$ cat src/rtl/sseg_pkg.sv
// Shared types and constants for the seven-segment scan controller.
package sseg_pkg;
  typedef enum logic [1:0] {IDLE, BLANK, DRIVE} state_e;

  localparam logic [6:0] SSEG_BLANK = 7'h7F;
  localparam int         MAX_DIGITS = 8;
endpackage

$ cat src/rtl/sseg_scan_controller_hex.sv
// Hex nibble to active-low seven-segment pattern, bit order {g,f,e,d,c,b,a}.
module hex_to_7_segment (
  input  logic [3:0] hex,
  output logic [6:0] seg
);
  always_comb begin
    seg = 7'h7F;
    unique case (hex)
      4'h0: seg = 7'b1000000;
      4'h1: seg = 7'b1111001;
      4'h2: seg = 7'b0100100;
      4'h3: seg = 7'b0110000;
      4'h4: seg = 7'b0011001;
      4'h5: seg = 7'b0010010;
      4'h6: seg = 7'b0000010;
      4'h7: seg = 7'b1111000;
      4'h8: seg = 7'b0000000;
      4'h9: seg = 7'b0010000;
      4'hA: seg = 7'b0001000;
      4'hB: seg = 7'b0000011;
      4'hC: seg = 7'b1000110;
      4'hD: seg = 7'b0100001;
      4'hE: seg = 7'b0000110;
      4'hF: seg = 7'b0001110;
      default: seg = 7'h7F;
    endcase
  end
endmodule

$ cat src/rtl/sseg_scan_controller.sv
// Multiplexed common-anode display scanner with blanking gaps, frame-synchronous
// value updates and leading-zero suppression.
module sseg_scan_controller
  import sseg_pkg::*;
#(
  parameter int DIGITS       = 4,
  parameter int REFRESH_DIV  = 50000,
  parameter int BLANK_CYCLES = 16
) (
  input  logic                clk_i,
  input  logic                rst_ni,
  input  logic                enable_i,
  input  logic                load_i,
  input  logic [4*DIGITS-1:0] value_i,
  input  logic [DIGITS-1:0]   dp_i,
  input  logic                lzs_en_i,
  output logic [DIGITS-1:0]   an_o,
  output logic [6:0]          sseg_o,
  output logic                dp_o,
  output logic                frame_o,
  output logic                pending_o
);
  localparam int CNT_MAX = (REFRESH_DIV > BLANK_CYCLES) ? REFRESH_DIV : BLANK_CYCLES;
  localparam int CW      = $clog2(CNT_MAX + 1);
  localparam int IW      = (DIGITS > 1) ? $clog2(DIGITS) : 1;
  localparam logic [IW-1:0] LAST = IW'(DIGITS - 1);

  if (DIGITS < 1 || DIGITS > MAX_DIGITS || REFRESH_DIV < 1 || BLANK_CYCLES < 1) begin : g_bad_param
    $error("sseg_scan_controller: illegal parameter value");
  end

  state_e              state, state_n;
  logic [IW-1:0]       idx, idx_n;
  logic [CW-1:0]       cnt, cnt_n;
  logic [4*DIGITS-1:0] disp, stg;
  logic [DIGITS-1:0]   disp_dp, stg_dp;
  logic                wrap, apply;
  logic [DIGITS-1:0]   an_n, zero_above;
  logic [6:0]          sseg_n, dec;
  logic [3:0]          nib;
  logic                dp_n, frame_n;

  always_comb begin
    state_n = state;
    idx_n   = idx;
    cnt_n   = cnt;
    wrap    = 1'b0;
    if (!enable_i) begin
      state_n = IDLE;
      idx_n   = '0;
      cnt_n   = '0;
    end else begin
      unique case (state)
        IDLE: begin
          state_n = BLANK;
          idx_n   = '0;
          cnt_n   = CW'(BLANK_CYCLES - 1);
        end
        BLANK: begin
          if (cnt == '0) begin
            state_n = DRIVE;
            cnt_n   = CW'(REFRESH_DIV - 1);
          end else begin
            cnt_n = cnt - CW'(1);
          end
        end
        DRIVE: begin
          if (cnt == '0) begin
            state_n = BLANK;
            cnt_n   = CW'(BLANK_CYCLES - 1);
            if (idx == LAST) begin
              idx_n = '0;
              wrap  = 1'b1;
            end else begin
              idx_n = idx + IW'(1);
            end
          end else begin
            cnt_n = cnt - CW'(1);
          end
        end
        default: state_n = IDLE;
      endcase
    end
  end

  // While idle the display follows staging with one cycle of lag; while
  // scanning it only moves at the frame boundary so a frame never tears.
  assign apply = (state == IDLE) || wrap;

  // zero_above[k]: nibbles DIGITS-1..k of the display register are all zero
  always_comb begin
    zero_above = '0;
    for (int k = 0; k < DIGITS; k++)
      zero_above[k] = ((disp >> (4 * k)) == '0);
  end

  assign nib = disp[idx_n*4 +: 4];

  hex_to_7_segment u_dec (
    .hex (nib),
    .seg (dec)
  );

  // Outputs are computed for the state being entered, then registered.
  always_comb begin
    an_n    = '1;
    sseg_n  = SSEG_BLANK;
    dp_n    = 1'b1;
    frame_n = 1'b0;
    if (state_n == DRIVE) begin
      an_n    = ~(DIGITS'(1) << idx_n);
      sseg_n  = (lzs_en_i && idx_n != '0 && zero_above[idx_n]) ? SSEG_BLANK : dec;
      dp_n    = ~disp_dp[idx_n];
      frame_n = (idx_n == LAST) && (cnt_n == '0);
    end
  end

  always_ff @(posedge clk_i or negedge rst_ni) begin
    if (!rst_ni) begin
      state     <= IDLE;
      idx       <= '0;
      cnt       <= '0;
      disp      <= '0;
      disp_dp   <= '0;
      stg       <= '0;
      stg_dp    <= '0;
      pending_o <= 1'b0;
      an_o      <= '1;
      sseg_o    <= SSEG_BLANK;
      dp_o      <= 1'b1;
      frame_o   <= 1'b0;
    end else begin
      state   <= state_n;
      idx     <= idx_n;
      cnt     <= cnt_n;
      an_o    <= an_n;
      sseg_o  <= sseg_n;
      dp_o    <= dp_n;
      frame_o <= frame_n;
      if (apply) begin
        disp    <= stg;
        disp_dp <= stg_dp;
      end
      // a load on the apply cycle lands in staging after the older value moves out
      if (load_i) begin
        stg       <= value_i;
        stg_dp    <= dp_i;
        pending_o <= 1'b1;
      end else if (apply) begin
        pending_o <= 1'b0;
      end
    end
  end
endmodule
$ cat config.mk
export PLATFORM = sky130hd
export DESIGN_NAME = sseg_scan_controller
export DESIGN_NICKNAME = d
export VERILOG_FILES = /design/src/rtl/sseg_pkg.sv /design/src/rtl/sseg_scan_controller_hex.sv /design/src/rtl/sseg_scan_controller.sv
export SDC_FILE = /design/constraint.sdc
export NUM_CORES = 1
export LEC_CHECK = 0
export CORE_ASPECT_RATIO = 0.7
export CORE_MARGIN = 4
export CORE_UTILIZATION = 53
export CTS_BUF_LIST = sky130_fd_sc_hd__clkbuf_8
export DETAILED_ROUTE_END_ITERATION = 8
export GPL_ROUTABILITY_DRIVEN = 0
export PLACE_DENSITY = 0.8
export SYNTH_ARGS = -nofsm -noshare
export SYNTH_HDL_FRONTEND = slang
export SYNTH_HIERARCHICAL = 1
export SYNTH_SLANG_ARGS = --single-unit
$ cat constraint.sdc
create_clock -name clk_i -period 3.4 [get_ports clk_i]
set_input_delay 0.68 -clock clk_i [delete_from_list [all_inputs] [get_ports clk_i]]
set_output_delay 0.68 -clock clk_i [all_outputs]
set_load 0.01 [all_outputs]
==> results of run 1 <==
-- metrics by stage --
stage	area (sq um)	TNS [ns]	worst slack [ns]	total power, W
after floorplan	3830	-0.0847	-0.0433	0.00161
after global routing	4750	-0.148	-0.0897	0.00275
final	4750	0	0.0848	0.00261
after detailed placement	4460	-0.0112	-0.0112	0.00187
after CTS	4670	0	0.0229	0.00258
after global placement	4460	0	0.0851	0.00184
-- worst max path at each step --
stage                           from             endpoint  slack [ns]  cells after the start
CTS                 cnt[0]$_DFF_PN0_  sseg_o[0]$_DFF_PN1_        0.02                     16
floorplan           cnt[3]$_DFF_PN0_  sseg_o[3]$_DFF_PN1_       -0.04                     13
detailed placement  cnt[0]$_DFF_PN0_  sseg_o[0]$_DFF_PN1_       -0.01                     15
global route        cnt[0]$_DFF_PN0_  sseg_o[0]$_DFF_PN1_       -0.09                     15
finish              cnt[1]$_DFF_PN0_  sseg_o[0]$_DFF_PN1_        0.08                     15
global placement    cnt[0]$_DFF_PN0_  sseg_o[0]$_DFF_PN1_        0.09                     15
-- where the power goes --
group          switching [W]  internal, W  leakage [nW]
registers          0.0000955      0.00100         0.887
clock network       0.000350     0.000350         0.101
logic               0.000389     0.000419          1.05
-- kinds of logic after synthesis --
family | after synthesis
mux | 52
compound gates | 50
fa+ha+maj | 10
simple gates | 117
xor+xnor | 9
buf+inv | 25
flops | 74
-- registers in the layout (all words and copies together), names as in the netlist, 2 cells and up --
register,count
state,2
an_o,4
disp,16
cnt,16
disp_dp,4
stg_dp,4
idx,2
stg,16
sseg_o,7
-- cell usage after synthesis, drive strengths merged (2+ instances only) --
cell type | n | share of area, %
or3 | 2 | 0.33
nor4b | 2 | 0.46
nand2 | 26 | 2.6
mux2i | 6 | 1.6
a311o | 4 | 1.1
a21o | 3 | 0.59
buf | 5 | 0.95
and2 | 8 | 1.3
and3 | 2 | 0.33
a211o | 2 | 0.46
clkbuf | 9 | 0.89
a21oi | 8 | 1.1
dfstp | 12 | 8.3
dfrtp | 62 | 41
mux2 | 45 | 14
nand4 | 6 | 0.99
nand3b | 2 | 0.39
a211oi | 2 | 0.39
xor2 | 5 | 1.2
inv | 11 | 1.1
ha | 10 | 3.3
or2 | 3 | 0.49
a22o | 2 | 0.46
a31oi | 2 | 0.33
nor2 | 33 | 3.3
o211ai | 2 | 0.39
xnor2 | 4 | 0.92
o21a | 3 | 0.79
nor3 | 7 | 0.92
o21ai | 9 | 1.2
nor4 | 7 | 2.5
nand3 | 11 | 1.4
-- layout make-up --
| cell class | instances | share of cell area (%) |
|---|---|---|
| repair buffers | 70 | 13.2 |
| well taps | 94 | 2.47 |
| inverters | 11 | 0.868 |
| flip-flops and latches | 74 | 39.3 |
| clock inverters | 7 | 1.71 |
| clock buffers | 9 | 2.61 |
| multi-input cells | 238 | 39.9 |
-- what timing repair did --
| action | 4_1_cts | 5_1_grt |
|---|---|---|
| pin swaps | 0 | 10 |
| setup endpoints to repair | 1 | 6 |
| hold endpoints to repair | 0 | 0 |
| resized for setup | 2 | 8 |
| setup buffers | 0 | 7 |
-- layer usage --
layer	global-route usage (%)	vias up	share of wire, %
li1	-	1354	-
met1	29.9	1396	47
met2	28.4	104	44
met3	6.66	8	8.1
met4	3.49	0	0.66
met5	0	-	0
-- critical path, delay by kind of cell (launching register included) --
kind                       cells  cell delay [ns]
and+or+nand+nor                8             1.64
adders and majority gates      2             0.27
DFF                            1             0.40
AOI/OAI and AO/OA              2             0.41
buffers and inverters          2             0.22
muxes                          1             0.30
==> run_results.csv, run 1 <==
group,metric,value,unit
outcome,status,"finished, final reports clean",
critical_path,cp-end-kind,"register",
finish,drive_gt1_share,32.0,%
synthesis,yosysWarnings,6,
synthesis,synthSimpleGateAreaFrac,16.9,%
critical_path,cpPeakStageDelay,0.40,ns
synthesis,synth_top_family_by_area,"simple AND/OR/NAND/NOR gates",
cts,clock_path_buffers,2,
cts,cts_inserted_buffers,9,
synthesis,ys.flop_type,"dfrtp_1",
critical_path,crit_type,"reg -> reg",
critical_path,crit_chain,"inv_2 -> ha_4 -> nor3b_4 -> nand4_1 -> nor4_4 -> or2_4 -> mux2_4 -> a311o_1 -> inv_2 -> ha_4 -> and2b_2 -> or3b_1 -> o21ai_1 -> nor2_1 -> nand2_1",
timing,finClkSkew,0.00989,ns
run,drv_cap,0,
drt,drt-total-wl,8080,um
global_route,antenna_found_initial,0,
drt,vias,2862,
critical_path,worstPathRequired,3.69,ns
finish,utilization,69.4,%
cts,cts-root-buf,"clkbuf_8",
timing,min_period_over_period,97.5,%
power,power.leakage,2.03,nW
critical_path,crit_fanout,5,
global_route,grt_max_degree,40,
floorplan,ioPinCount,39,
floorplan,dieArea,8630,sq um
finish,final_cells,503,
timing,worst_pin_slew,0.917,ns
finish,final_common_cell,"dfrtp_1",
timing,slew_violations,0,
floorplan,rows,25,
synthesis,synth_fp_nets,372,
synthesis,ys_types,62,
finish,fillCellCount,493,
timing,finalCriticalPeriod,3.32,ns
cts,cts_max_level,3,
critical_path,reg2reg_to,"sseg_o[0]$_DFF_PN1_",
synthesis,synth_edf_count,0,
finish,mostFrequentLayoutCells,"62 x dfrtp_1, 41 x mux2_2, 37 x clkdlybuf4s50_1, 33 x nor2_1, 31 x buf_4",
drt,drc_errors,0,
cts,cts_hold_buf,0,
timing,holdWs,0.414,ns
drt,first_pass_iters,4,
place,dpl.cell_count,481,
synthesis,syn_area_per_cell,11.3,sq um
global_route,track_usage,19.9,%
synthesis,synthMuxAreaShare,16.0,%
place,numPortBuffers,38,
cts,cts_tree,"done",
drt,detail-route-antenna-nets,0,
synthesis,synthCells,337,
critical_path,reg2reg_from,"cnt[1]$_DFF_PN0_",
synthesis,netlist_area,3810,sq um
floorplan,dieHeight,78.9,um
critical_path,r2r_cells,15,
drt,drtIter0Drc,167,
critical_path,cp_slowest_cell,"dfrtp_1",
floorplan,die_w,109,um
synthesis,async_reset_ff_share,100,%
timing,max_freq,302,MHz
power,power_density,549,nW/um^2
finish,seqCellArea,1870,sq um
cts,clk_latency,0.35,ns
floorplan,initial_core_util,55.6,%
timing,finalHoldViolations,0,
global_route,grt_pass1_vias,2663,
critical_path,cp-start-kind,"register",
timing,rsz0062_at_grt,"true",
cts,cts.sinks,74,
critical_path,rrSetupSlack,0.08,ns
finish,area_growth,24.9,%
cts,clk_pin_slew,0.08,ns
global_route,grt_pass1_wl,13200,um
worst_hold_path,worstHoldPathType,"in -> async",
synthesis,ys_seq_elements,74,
floorplan,core_region_area,6850,sq um
place,hpwl,6030,um
synthesis,ys_seq_area_share,49.0,%
timing,finalSetupViolations,0,
global_route,overflow,0,
synthesis,synth_compound_area_share,9.83,%
critical_path,cp.arrival,3.61,ns
finish,diodes,0,
synthesis,synthXorXnorAreaFrac,2.07,%
synthesis,synthAdderAreaFrac,3.29,%
drt,post_drt_wl_per_cell,16.1,um
timing,slew_headroom,38.7,%
drt,viasPerCell,5.69,
finish,fin_nets,439,
power,vdd_drop_max,0.000342,V
finish,multi_input_area,1900,sq um
Power figures use the tool's default switching activity.
==> run 2, diff against run 1 <==
--- a/config.mk
+++ b/config.mk
@@ -7,11 +7,12 @@
 export LEC_CHECK = 0
 export CORE_ASPECT_RATIO = 0.7
 export CORE_MARGIN = 4
-export CORE_UTILIZATION = 53
+export CORE_UTILIZATION = 55
 export CTS_BUF_LIST = sky130_fd_sc_hd__clkbuf_8
 export DETAILED_ROUTE_END_ITERATION = 8
+export DONT_BUFFER_PORTS = 1
 export GPL_ROUTABILITY_DRIVEN = 0
-export PLACE_DENSITY = 0.8
+export PLACE_DENSITY = 0.75
 export SYNTH_ARGS = -nofsm -noshare
 export SYNTH_HDL_FRONTEND = slang
 export SYNTH_HIERARCHICAL = 1
==> run 2 against run 1 <==
Global-route usage increased by 1.7 points. Sequential power about the same. Fmax decreased by 0.59%. Critical path type unchanged. Critical endpoint unchanged. Largest cell class unchanged. Largest power group unchanged.
==> run_results.csv, run 2 (same netlist as run 1, synthesis figures left out) <==
group,metric,value,unit
drt,dr_wl_met3,818,um
floorplan,die_w,107,um
critical_path,cp-start-kind,"register",
timing,slew_headroom,43.3,%
global_route,overflow,0,
cts,cts_inserted_buffers,9,
floorplan,rows,25,
power,power.leakage,1.91,nW
global_route,antenna_found_initial,0,
critical_path,cp.arrival,3.63,ns
critical_path,rrSetupSlack,0.07,ns
drt,detail-route-antenna-nets,0,
timing,holdWs,0.159,ns
cts,cts_tree,"done",
timing,finalCriticalPeriod,3.33,ns
cts,clk_pin_slew,0.09,ns
timing,finalHoldViolations,0,
critical_path,crit_fanout,5,
critical_path,cp_top_family,"simple AND/OR/NAND/NOR gates",
drt,drt-total-wl,8770,um
floorplan,core_region_area,6730,sq um
critical_path,crit_type,"reg -> reg",
floorplan,initial_core_util,56.6,%
cts,clock_path_buffers,2,
critical_path,cp-end-kind,"register",
timing,finClkSkew,0.0119,ns
run,drv_cap,0,
cts,clk_latency,0.36,ns
drt,wl_met1,4040,um
drt,highest_layer,"met4",
global_route,grt_pass1_wl,13900,um
finish,area_growth,17.3,%
timing,fin_setup_tns,0,ns
finish,drive_gt1_share,36.5,%
timing,max_freq,300,MHz
critical_path,crit_chain,"inv_2 -> ha_4 -> nor3b_4 -> nand4_1 -> nor4_4 -> or2_4 -> mux2_4 -> a311o_1 -> inv_2 -> ha_4 -> and2b_2 -> or3b_1 -> o21ai_1 -> nor2_1 -> nand2_1",
finish,fin_nets,408,
outcome,status,"finished, final reports clean",
place,hpwl,5920,um
global_route,grt_max_degree,39,
critical_path,worstPathRequired,3.69,ns
drt,viasPerCell,5.90,
finish,mostFrequentLayoutCells,"62 x dfrtp_1, 41 x mux2_2, 34 x buf_4, 32 x nor2_1, 26 x nand2_1",
drt,drtIter0Drc,250,
power,power_density,583,nW/um^2
cts,cts-root-buf,"clkbuf_8",
global_route,track_usage,21.6,%
drt,met2_length,3790,um
power,vdd_drop_max,0.000278,V
drt,first_pass_iters,5,
critical_path,path_buf_inv,2,
worst_hold_path,worstHoldPathType,"in -> async",
cts,cts.sinks,74,
timing,worst_pin_slew,0.851,ns
drt,vias,2786,
timing,slew_violations,0,
floorplan,dieHeight,77.6,um
finish,reg_top3,"cnt: 16 flops, disp: 16 flops, stg: 16 flops",
critical_path,cpPeakStageDelay,0.40,ns
timing,min_period_over_period,98.1,%
drt,drc_errors,0,
place,numPortBuffers,0,
drt,post_drt_wl_per_cell,18.6,um
global_route,grt_pass1_vias,2705,
finish,final_common_cell,"dfrtp_1",
cts,cts_max_level,3,
timing,rsz0062_at_grt,"true",
finish,diodes,0,
critical_path,cp_slowest_cell,"dfrtp_1",
floorplan,dieArea,8340,sq um
floorplan,ioPinCount,39,
timing,finalSetupViolations,0,
## run 2: cell types whose count changed in the layout (fill, tap and decap cells not counted), moves of 2 or more
cell,delta
clkdlybuf4s50_1,-37
buf_4,+3
dlygate4sd3_1,+3
ha_1,-2
## run 2: repair_timing
item	CTS	global route
setup buffers	0	11
hold endpoints to repair	37	16
hold buffers	1	3
resized for setup	2	15
pin swaps	0	15
endpoints found under the setup margin	3	7
## run 2: power breakdown
group / total (W) / internal, W / switching [W] / leakage [nW]
clock network: 0.000708 / 0.000351 / 0.000357 / 0.0988
logic: 0.000784 / 0.000397 / 0.000387 / 0.923
registers: 0.00111 / 0.00101 / 0.000106 / 0.887
## run 2: worst paths after layout
check | startpoint | to | cells past startpoint
max | cnt[0]$_DFF_PN0_ | sseg_o[0]$_DFF_PN1_ | 15
min | rst_ni | disp_dp[2]$_DFFE_PN0P_ | 1
max reg2reg | cnt[0]$_DFF_PN0_ | sseg_o[0]$_DFF_PN1_ | 15
min reg2reg | stg[7]$_DFFE_PN0P_ | stg[7]$_DFFE_PN0P_ | 1
max in group asynchronous | rst_ni | disp[3]$_DFFE_PN0P_ | 1
min in group clk_i | load_i | pending_o$_DFFE_PN0P_ | 1
## run 2: metal layers
layer	vias to the layer above	track usage, %
li1	1283	-
met1	1357	32.5
met2	131	30.3
met3	15	6.23
met4	0	6.56
met5	-	0
## run 2: area by class of cell
| class | count | area, sq um |
|---|---|---|
| clock inverters | 7 | 82.6 |
| well taps | 94 | 118 |
| multi-input cells | 238 | 1920 |
| flip-flops and latches | 74 | 1870 |
| fillers | 502 | 2260 |
| clock buffers | 9 | 124 |
| repair buffers | 39 | 317 |
| inverters | 11 | 43.8 |
## run 2: through the flow
step	total power, W	instances	util (%)	area, sq um	setup WS (ns)
6_report	0.00260	472	66.4	4470	0.0652
3_5_place_dp	0.00180	442	60.4	4070	-0.0290
4_1_cts	0.00254	459	63.9	4300	0.0199
5_1_grt	0.00275	472	66.4	4470	-0.0641
3_3_place_gp	0.00177	442	60.4	4070	0.0980
2_1_floorplan	0.00161	337	-	3830	-0.0433
